## config.mk

```make
export PLATFORM = sky130hd
export DESIGN_NAME = pipe_collision_monitor
export DESIGN_NICKNAME = d
export VERILOG_FILES = /design/src/rtl/pipe_collision_monitor.sv
export SDC_FILE = /design/constraint.sdc
export NUM_CORES = 1
export LEC_CHECK = 0
export ABC_CLOCK_PERIOD_IN_PS = 3750
export CORE_MARGIN = 4
export CORE_UTILIZATION = 58
export CTS_BUF_LIST = sky130_fd_sc_hd__clkbuf_4
export DETAILED_ROUTE_END_ITERATION = 8
export PLACE_DENSITY = 0.82
export SLEW_MARGIN = 30
export SYNTH_ARGS = -nofsm -noshare
export SYNTH_HDL_FRONTEND = slang
export SYNTH_SLANG_ARGS = --single-unit
```

## constraint.sdc

```tcl
create_clock -name Clk -period 3.75 [get_ports Clk]
set_input_delay 0.9375 -clock Clk [delete_from_list [all_inputs] [get_ports Clk]]
set_output_delay 0.9375 -clock Clk [all_outputs]
set_load 0.02 [all_outputs]
```

## src/rtl/pipe_collision_monitor.sv

```systemverilog
// Single-pipe scroller with LFSR gap placement, pass scoring and bird collision detection.
// Feeds q_Lost and the VGA overlay from the bird physics FSM's YBird/XBird.
//
//  state  | meaning
//  -------+--------------------------------------------------
//  S_IDLE | pipe frozen, score held, waiting for Start
//  S_RUN  | pipe scrolls, score counts, collisions checked
//  S_LOST | everything frozen after a hit, waiting for Start
module pipe_collision_monitor #(
  parameter int SCREEN_W   = 640,
  parameter int SCREEN_H   = 480,
  parameter int BIRD_SIZE  = 16,
  parameter int PIPE_W     = 60,
  parameter int GAP_H      = 120,
  parameter int GAP_MIN    = 40,
  parameter int GAP_INIT   = 180,
  parameter int SCROLL_DIV = 1000000
) (
  input  logic       Clk,
  input  logic       Reset,
  input  logic       Start,
  input  logic [9:0] YBird,
  input  logic [9:0] XBird,
  output logic [9:0] XPipe,
  output logic [9:0] YGapTop,
  output logic [7:0] Score,
  output logic       Lost,
  output logic       q_Idle,
  output logic       q_Run,
  output logic       q_Lost
);

  localparam int TW = (SCROLL_DIV > 1) ? $clog2(SCROLL_DIV) : 1;

  typedef enum logic [2:0] {
    S_IDLE = 3'b001,
    S_RUN  = 3'b010,
    S_LOST = 3'b100
  } state_t;

  state_t          state_q, state_d;
  logic [9:0]      xpipe_q, xpipe_d;
  logic [9:0]      ygap_q, ygap_d;
  logic [7:0]      score_q, score_d;
  logic [7:0]      lfsr_q, lfsr_d;
  logic [TW-1:0]   timer_q, timer_d;

  logic [10:0] ybird_top, ybird_bot, xbird_l, xbird_r, xpipe_l, xpipe_r, gap_top, gap_bot;
  logic        out_of_bounds, x_overlap, y_outside_gap, hit, tick, pass;
  logic        lfsr_fb;

  // 11-bit extension keeps the sums exact; a wrapped (underflowed) YBird lands >= SCREEN_H
  assign ybird_top = {1'b0, YBird};
  assign ybird_bot = {1'b0, YBird} + 11'(BIRD_SIZE);
  assign xbird_l   = {1'b0, XBird};
  assign xbird_r   = {1'b0, XBird} + 11'(BIRD_SIZE);
  assign xpipe_l   = {1'b0, xpipe_q};
  assign xpipe_r   = {1'b0, xpipe_q} + 11'(PIPE_W);
  assign gap_top   = {1'b0, ygap_q};
  assign gap_bot   = {1'b0, ygap_q} + 11'(GAP_H);

  assign out_of_bounds = (ybird_top >= 11'(SCREEN_H)) || (ybird_bot >= 11'(SCREEN_H));
  assign x_overlap     = (xbird_r > xpipe_l) && (xbird_l < xpipe_r);
  assign y_outside_gap = (ybird_top < gap_top) || (ybird_bot > gap_bot);
  assign hit           = out_of_bounds || (x_overlap && y_outside_gap);

  assign tick    = (timer_q == TW'(SCROLL_DIV - 1));
  assign pass    = (xpipe_r == xbird_l);
  assign lfsr_fb = lfsr_q[7] ^ lfsr_q[5] ^ lfsr_q[4] ^ lfsr_q[3];

  always_ff @(posedge Clk) begin
    if (Reset) begin
      state_q <= S_IDLE;
      xpipe_q <= 10'(SCREEN_W);
      ygap_q  <= 10'(GAP_INIT);
      score_q <= 8'd0;
      lfsr_q  <= 8'hA5;
      timer_q <= '0;
    end else begin
      state_q <= state_d;
      xpipe_q <= xpipe_d;
      ygap_q  <= ygap_d;
      score_q <= score_d;
      lfsr_q  <= lfsr_d;
      timer_q <= timer_d;
    end
  end

  always_comb begin
    state_d = state_q;
    xpipe_d = xpipe_q;
    ygap_d  = ygap_q;
    score_d = score_q;
    lfsr_d  = lfsr_q;
    timer_d = timer_q;
    case (state_q)
      S_IDLE: begin
        if (Start) begin
          state_d = S_RUN;
          score_d = 8'd0;
          timer_d = '0;
          xpipe_d = 10'(SCREEN_W);
        end
      end
      S_RUN: begin
        lfsr_d = {lfsr_q[6:0], lfsr_fb};
        // a hit freezes the playfield on the edge it is taken
        if (hit) begin
          state_d = S_LOST;
        end else if (tick) begin
          timer_d = '0;
          if (xpipe_q == 10'd0) begin
            xpipe_d = 10'(SCREEN_W);
            ygap_d  = 10'(GAP_MIN) + {2'b00, lfsr_q};
          end else begin
            xpipe_d = xpipe_q - 10'd1;
          end
          if (pass && (score_q != 8'hFF))
            score_d = score_q + 8'd1;
        end else begin
          timer_d = timer_q + TW'(1);
        end
      end
      S_LOST: begin
        if (Start)
          state_d = S_IDLE;
      end
      default: state_d = S_IDLE;
    endcase
  end

  assign XPipe   = xpipe_q;
  assign YGapTop = ygap_q;
  assign Score   = score_q;
  assign q_Idle  = (state_q == S_IDLE);
  assign q_Run   = (state_q == S_RUN);
  assign q_Lost  = (state_q == S_LOST);
  assign Lost    = q_Lost;

endmodule

```

# == Yosys cells after proc, flatten, opt, wreduce, memory -nomap -nowiden ==
# Index checks and enable logic that the tools add are counted.
# word_totals
register_bits,59
input_bits,23
out_inout_bits,32
wordCells,67
# op_classes
n_addsub,8
order_cmp,6
n_eq_ne,12
muxes,18
n_bitwise,4
n_reduce_logical,13
# ops
cell,n
two-way mux 20 bit,3
two-way mux 10 bit,4
case mux 20 bit (2 select lines),1
two-way mux 8 bit,4
adder 10 x 5 -> 11 bit (second input constant),2
adder 20 x 1 -> 20 bit (second input constant),1
equality test 20 bit (second input constant),1
case mux 10 bit (2 select lines),1
case mux 8 bit (2 select lines),1
adder 10 x 6 -> 11 bit (second input constant),1
adder 10 x 7 -> 11 bit (second input constant),1
equality test 11 x 10 -> 1 bit,1
greater-or-equal comparator 11 x 9 -> 1 bit (second input constant),1
greater-than comparator 11 x 10 -> 1 bit,1
greater-than comparator 11 bit,1
less-than comparator 10 x 11 -> 1 bit,1
greater-or-equal comparator 10 x 9 -> 1 bit (second input constant),1
logical NOT 10 bit,1
less-than comparator 10 bit,1
subtractor 10 x 1 -> 10 bit (second input constant),1
adder 6 x 8 -> 9 bit (first input constant),1
two-way mux 3 bit,3
case mux 3 bit (3 select lines),1
adder 8 x 1 -> 8 bit (second input constant),1
other kinds (14),26

# == Depth between registers and ports, before layout ==
# logic_depth
word_depth,7
ltp_mapped,15
ltp_nobuf,13

# == Worst setup path after synthesis ==
# Ideal clock, no wire load.
# synth_timing
path_kind,flip-flop to flip-flop
from,"register xpipe_q[3], in the netlist XPipe[3]"
to,"register xpipe_q[1], in the netlist XPipe[1]"
setup_ns,0.121
t_arrival_ns,3.328
required_ns,3.629
slack_ns,0.302
path_stages_with_launch,13
path_buffers,0
period_less_slack_ns,3.448
path_cell_list,dfxtp_1 inv_1 ha_1 or3b_4 and2_2 or2_2 ha_1 nand4_1 a21oi_1 o31a_1 o31a_4 a21oi_1 mux2_2
# synth_via
elab_chain_cells,7
word_cells_on_any_way,13
cone_classes,1 x add/sub; 2 x order compare; 1 x eq/ne; 4 x mux; 5 x reduce/logical
# synth_lines
element,line,source
"start, declared",42,"logic [9:0] xpipe_q, xpipe_d;"
"start signal, assigned",74,xpipe_q <= 10'(SCREEN_W);
"start signal, assigned",81,xpipe_q <= xpipe_d;
adder 10 x 6 -> 11 bit,58,"assign xpipe_r = {1'b0, xpipe_q} + 11'(PIPE_W);"
less-than comparator 10 x 11 -> 1 bit,63,assign x_overlap = (xbird_r > xpipe_l) && (xbird_l < xpipe_r);
logical AND 1 bit,63,
logical AND 1 bit,65,assign hit = out_of_bounds || (x_overlap && y_outside_gap);
logical OR 1 bit,65,
!= test 2 bit (no line),--,
AND reduction 4 bit (no line),--,
# Several ways; a longest one is shown, not always the timed one. The select of a mux whose other input is x is not followed.
# A chain may end at the register's enable or synchronous reset.

# == Worst setup path in the final report ==
# layout_timing
from,input XBird[4]
to,register timer_q[0]
# layout_via
elab_chain_cells,7
word_cells_on_any_way,8
cone_classes,1 x add/sub; 2 x order compare; 1 x eq/ne; 4 x reduce/logical
# layout_lines
element,line,source
"start, declared",23,"input logic [9:0] XBird,"
adder 10 x 5 -> 11 bit,56,"assign xbird_r = {1'b0, XBird} + 11'(BIRD_SIZE);"
greater-than comparator 11 x 10 -> 1 bit,63,
logical AND 1 bit (*),63,
logical AND 1 bit (*),65,
logical OR 1 bit (*),65,
!= test 2 bit (no line) (*),--,
AND reduction 3 bit (no line) (*),--,
"end signal, assigned",85,timer_q <= timer_d;
"end, declared",46,"logic [TW-1:0] timer_q, timer_d;"
# Mark *: on every way between the ends. The rest lies on a longest branch, timed or not.

==> summary.md <==
| Metric | Value |
|---|---|
| DIE AREA | 8970 µm² |
| Pre-CTS WS | -461 ps |
| Setup ws final | 161 ps |
| Final TNS setup | 0 ps |
| Worst reg2reg setup slack | 270 ps |
| Crit-path leading delay family | simple AND/OR/NAND/NOR gates |
| Max-slew headroom | 0.408 |
| Total grt overflow | 0 |
| Hold path cells | 1 |
| CTS Hold Bufs | 0 |
| Area leader, netlist | dfxtp_1 |
| Worst-case clock skew | 14.9 ps |
| Vias in the first global route | 4402 |
| DR pass1 iterations | 5 |
| Max Root-Sink Buffers | 2 |
| Initial antenna violation count | 0 |
| Ys async rst share | 0 |
| Vias | 4518 |
| Post-DP Area | 5260 µm² |
| Pwr Total | 0.00147 W |
| Final period util | 0.957 |
| Finished Cell Area | 5480 µm² |
| Total CTS buffers | 9 |
| Fmax | 0.279 GHz |
| Layout cells sized above 1 | 0.135 |
| R2R cell count | 12 |
| Critical path, cell by cell | clkdlybuf4s50_1 -> ha_1 -> buf_4 -> xor2_1 -> ha_1 -> nand4_1 -> a211oi_2 -> a2111oi_2 -> buf_4 -> or2_1 -> o31a_4 -> nor3_2 -> mux2_2 |
| Post-Syn Nets | 610 |
| Die height | 94.7 µm |
| Final Hold Slack | 489 ps |
| DRT iter0 DRCs | 428 |
| Worst R2R Start | XPipe[2] |
| Post-synth top cells | dfxtp_1 (58), nand2_1 (53), ha_1 (44) |
| GRT Util Overall | 0.283 |
| Clock slew at reported path FFs | 120 ps |
| ANT cells | 0 |
| Post-synthesis sequential area ratio | 0.266 |
| Critical-path top delay cell | clkdlybuf4s50_1 |
| Layout Nets | 701 |
| Seq. cell area | 1160 µm² |
| Crit path capture type | flop |
| MaxCap Viol Count | 0 |
| Final Slew Violations | 0 |
| Post-Route WL | 12100 µm |
| #FFs+latches synth | 58 |
| Antenna Nets Post-Route | 0 |
| Wirelength per Cell | 16.5 µm |
| Setup violators final | 0 |
| Synthesis-to-finish area growth | 25.7% |
| R2r endpoint | timer_q[0] |
| Worst skew pair latency | 430 ps |
| Clock Sinks | 58 |
| Hold Fails Final Rpt | 0 |
| Pleak | 2.27 nW |
| Die W | 94.7 µm |
| WP buf/inv | 3 |
| Port bufs | 53 |
| CTS tree | built |
| Dpl hpwl | 9330 µm |
| Min cycle time layout | 3590 ps |
| IO Pins | 55 |
| Post-synth EDFFs | 0 |
| Worst slew pin tran | 880 ps |
| Post-synth top flop | dfxtp_1 |
| Critical Path Stages | 13 |
| Synth cell types | 74 |
| Top-count cell post-synth | dfxtp_1 |
| Worst hold start | timer_q[19] |
| Initial Util | 0.598 |
| Run status | completed |
| CP max stage delay | 440 ps |
| Final Wtd Congestion | 0.876 |
| Largest net degree at the start of global routing | 25 |
| VDD IR-drop max | 0.000393 V |
| Top cells by area, synth | dfxtp_1 (27%), ha_1 (13%), a21oi_1 (4.7%), nand2_1 (4.6%), xnor2_1 (4.0%) |
| Area used by multi-input combinational logic | 3030 µm² |
| Netlist Area Pre-Place | 4360 µm² |
| Root buf cell | clkbuf_4 |
| Critical-path maximum fanout | 6 |
| DR DRC count | 0 |
| Core area | 7290 µm² |
| Syn Inst Count | 543 |
| Startpoint types | input port |
| First-pass GRT wire length | 20300 µm |
| Class of the worst hold path | reg2reg |
| Cell row count | 31 |
| Synth warn | 0 |
| Drt via density | 6.12 |
| WHS Endpoint | timer_q[19] |
| Arrival @ worst endpoint | 3970 ps |
| Fillers | 547 |
| Power Density | 267 nW/µm² |
| Setup CP Type | in2reg |
| CTS H-tree lvls | 3 |
| Syn avg cell area | 8.03 µm² |
| Top-area cell type share of the netlist area | 0.266 |
| Req. time, crit path | 4130 ps |
[flip-flops by register name, indices dropped and copies added, names as in the netlist]
name     flops
Score        8
XPipe       10
YGapTop      9
lfsr_q       8
state_q      3
timer_q     20
[metal layers]
metal,global-route usage,vias up,wire [µm]
li1,-,2212,-
met1,0.372,2144,5360
met2,0.466,144,5840
met3,0.0462,18,759
met4,0.102,0,181
met5,0,-,0
[worst register-to-register path, stage by stage, from the launching register on]
cell     delay, ps
dfxtp_1        380
inv_1           90
ha_1           170
or3b_4         410
and2_2         210
or2_2          290
ha_1           290
nand4_1        140
a21oi_1         90
o31a_1         370
o31a_4         390
nor3_2         360
mux2_2         240
[layout by cell type, fill, tap and decap left out, types with 4 or more instances in the layout]
cell type / count
dfxtp_1: 58
nand2_1: 53
clkdlybuf4s50_1: 53
ha_1: 44
a21oi_1: 40
buf_4: 40
nor2_1: 37
nand3_1: 34
inv_1: 33
xnor2_1: 20
and3_1: 19
o21ai_0: 19
a31oi_1: 17
nor3_1: 11
clkbuf_4: 9
nor4_1: 8
o21a_1: 8
nand4_1: 8
mux2i_1: 7
nand2b_1: 6
o211ai_1: 6
a221o_1: 6
a21o_1: 4
a211o_1: 4
nand3b_1: 4
and2_1: 4
a41oi_1: 4
[power breakdown]
part	internal [W]	leakage (nW)	switching [W]
sequential	0.000624	0.468	0.00000909
combinational	0.000132	1.72	0.000157
clock	0.000275	0.0831	0.000268
[cells by family after synthesis]
group	after synthesis	synth area share
mux	9	0.0212
other cells	1	0.000860
buf+inv	49	0.0496
xor+xnor	22	0.0442
compound gates	144	0.225
flops	58	0.266
fa+ha+maj	44	0.126
simple gates	216	0.267
[worst max-delay path by stage]
stage / start / end / slack [ps]
2_1_floorplan: XPipe[3] / XPipe[1] / 300
3_3_place_gp: XBird[4] / XPipe[9] / -270
3_5_place_dp: XBird[4] / XPipe[1] / -460
4_1_cts: XBird[4] / XPipe[1] / 0.4
5_1_grt: XBird[4] / timer_q[15] / -30
6_report: XBird[4] / timer_q[0] / 160
[area by class of cell]
class,count,share of cell area
Clock buffer,9,0.0123
Clock inverter,7,0.0185
Sequential cell,58,0.212
Multi-Input combinational cell,436,0.552
Inverter,34,0.0233
Timing Repair Buffer,95,0.159
Tap cell,99,0.0226
[what timing repair did]
item                       CTS  global route
setup endpoints to repair    0            44
gates resized for setup      0            10
setup buffers                0             1
[through the flow]
stage / cells / utilization
2_1_floorplan: 543 / -
3_3_place_gp: 721 / 0.721
3_5_place_dp: 721 / 0.721
4_1_cts: 737 / 0.744
5_1_grt: 738 / 0.751
6_report: 738 / 0.751
Note: power is estimated with default switching activity, not from simulation.
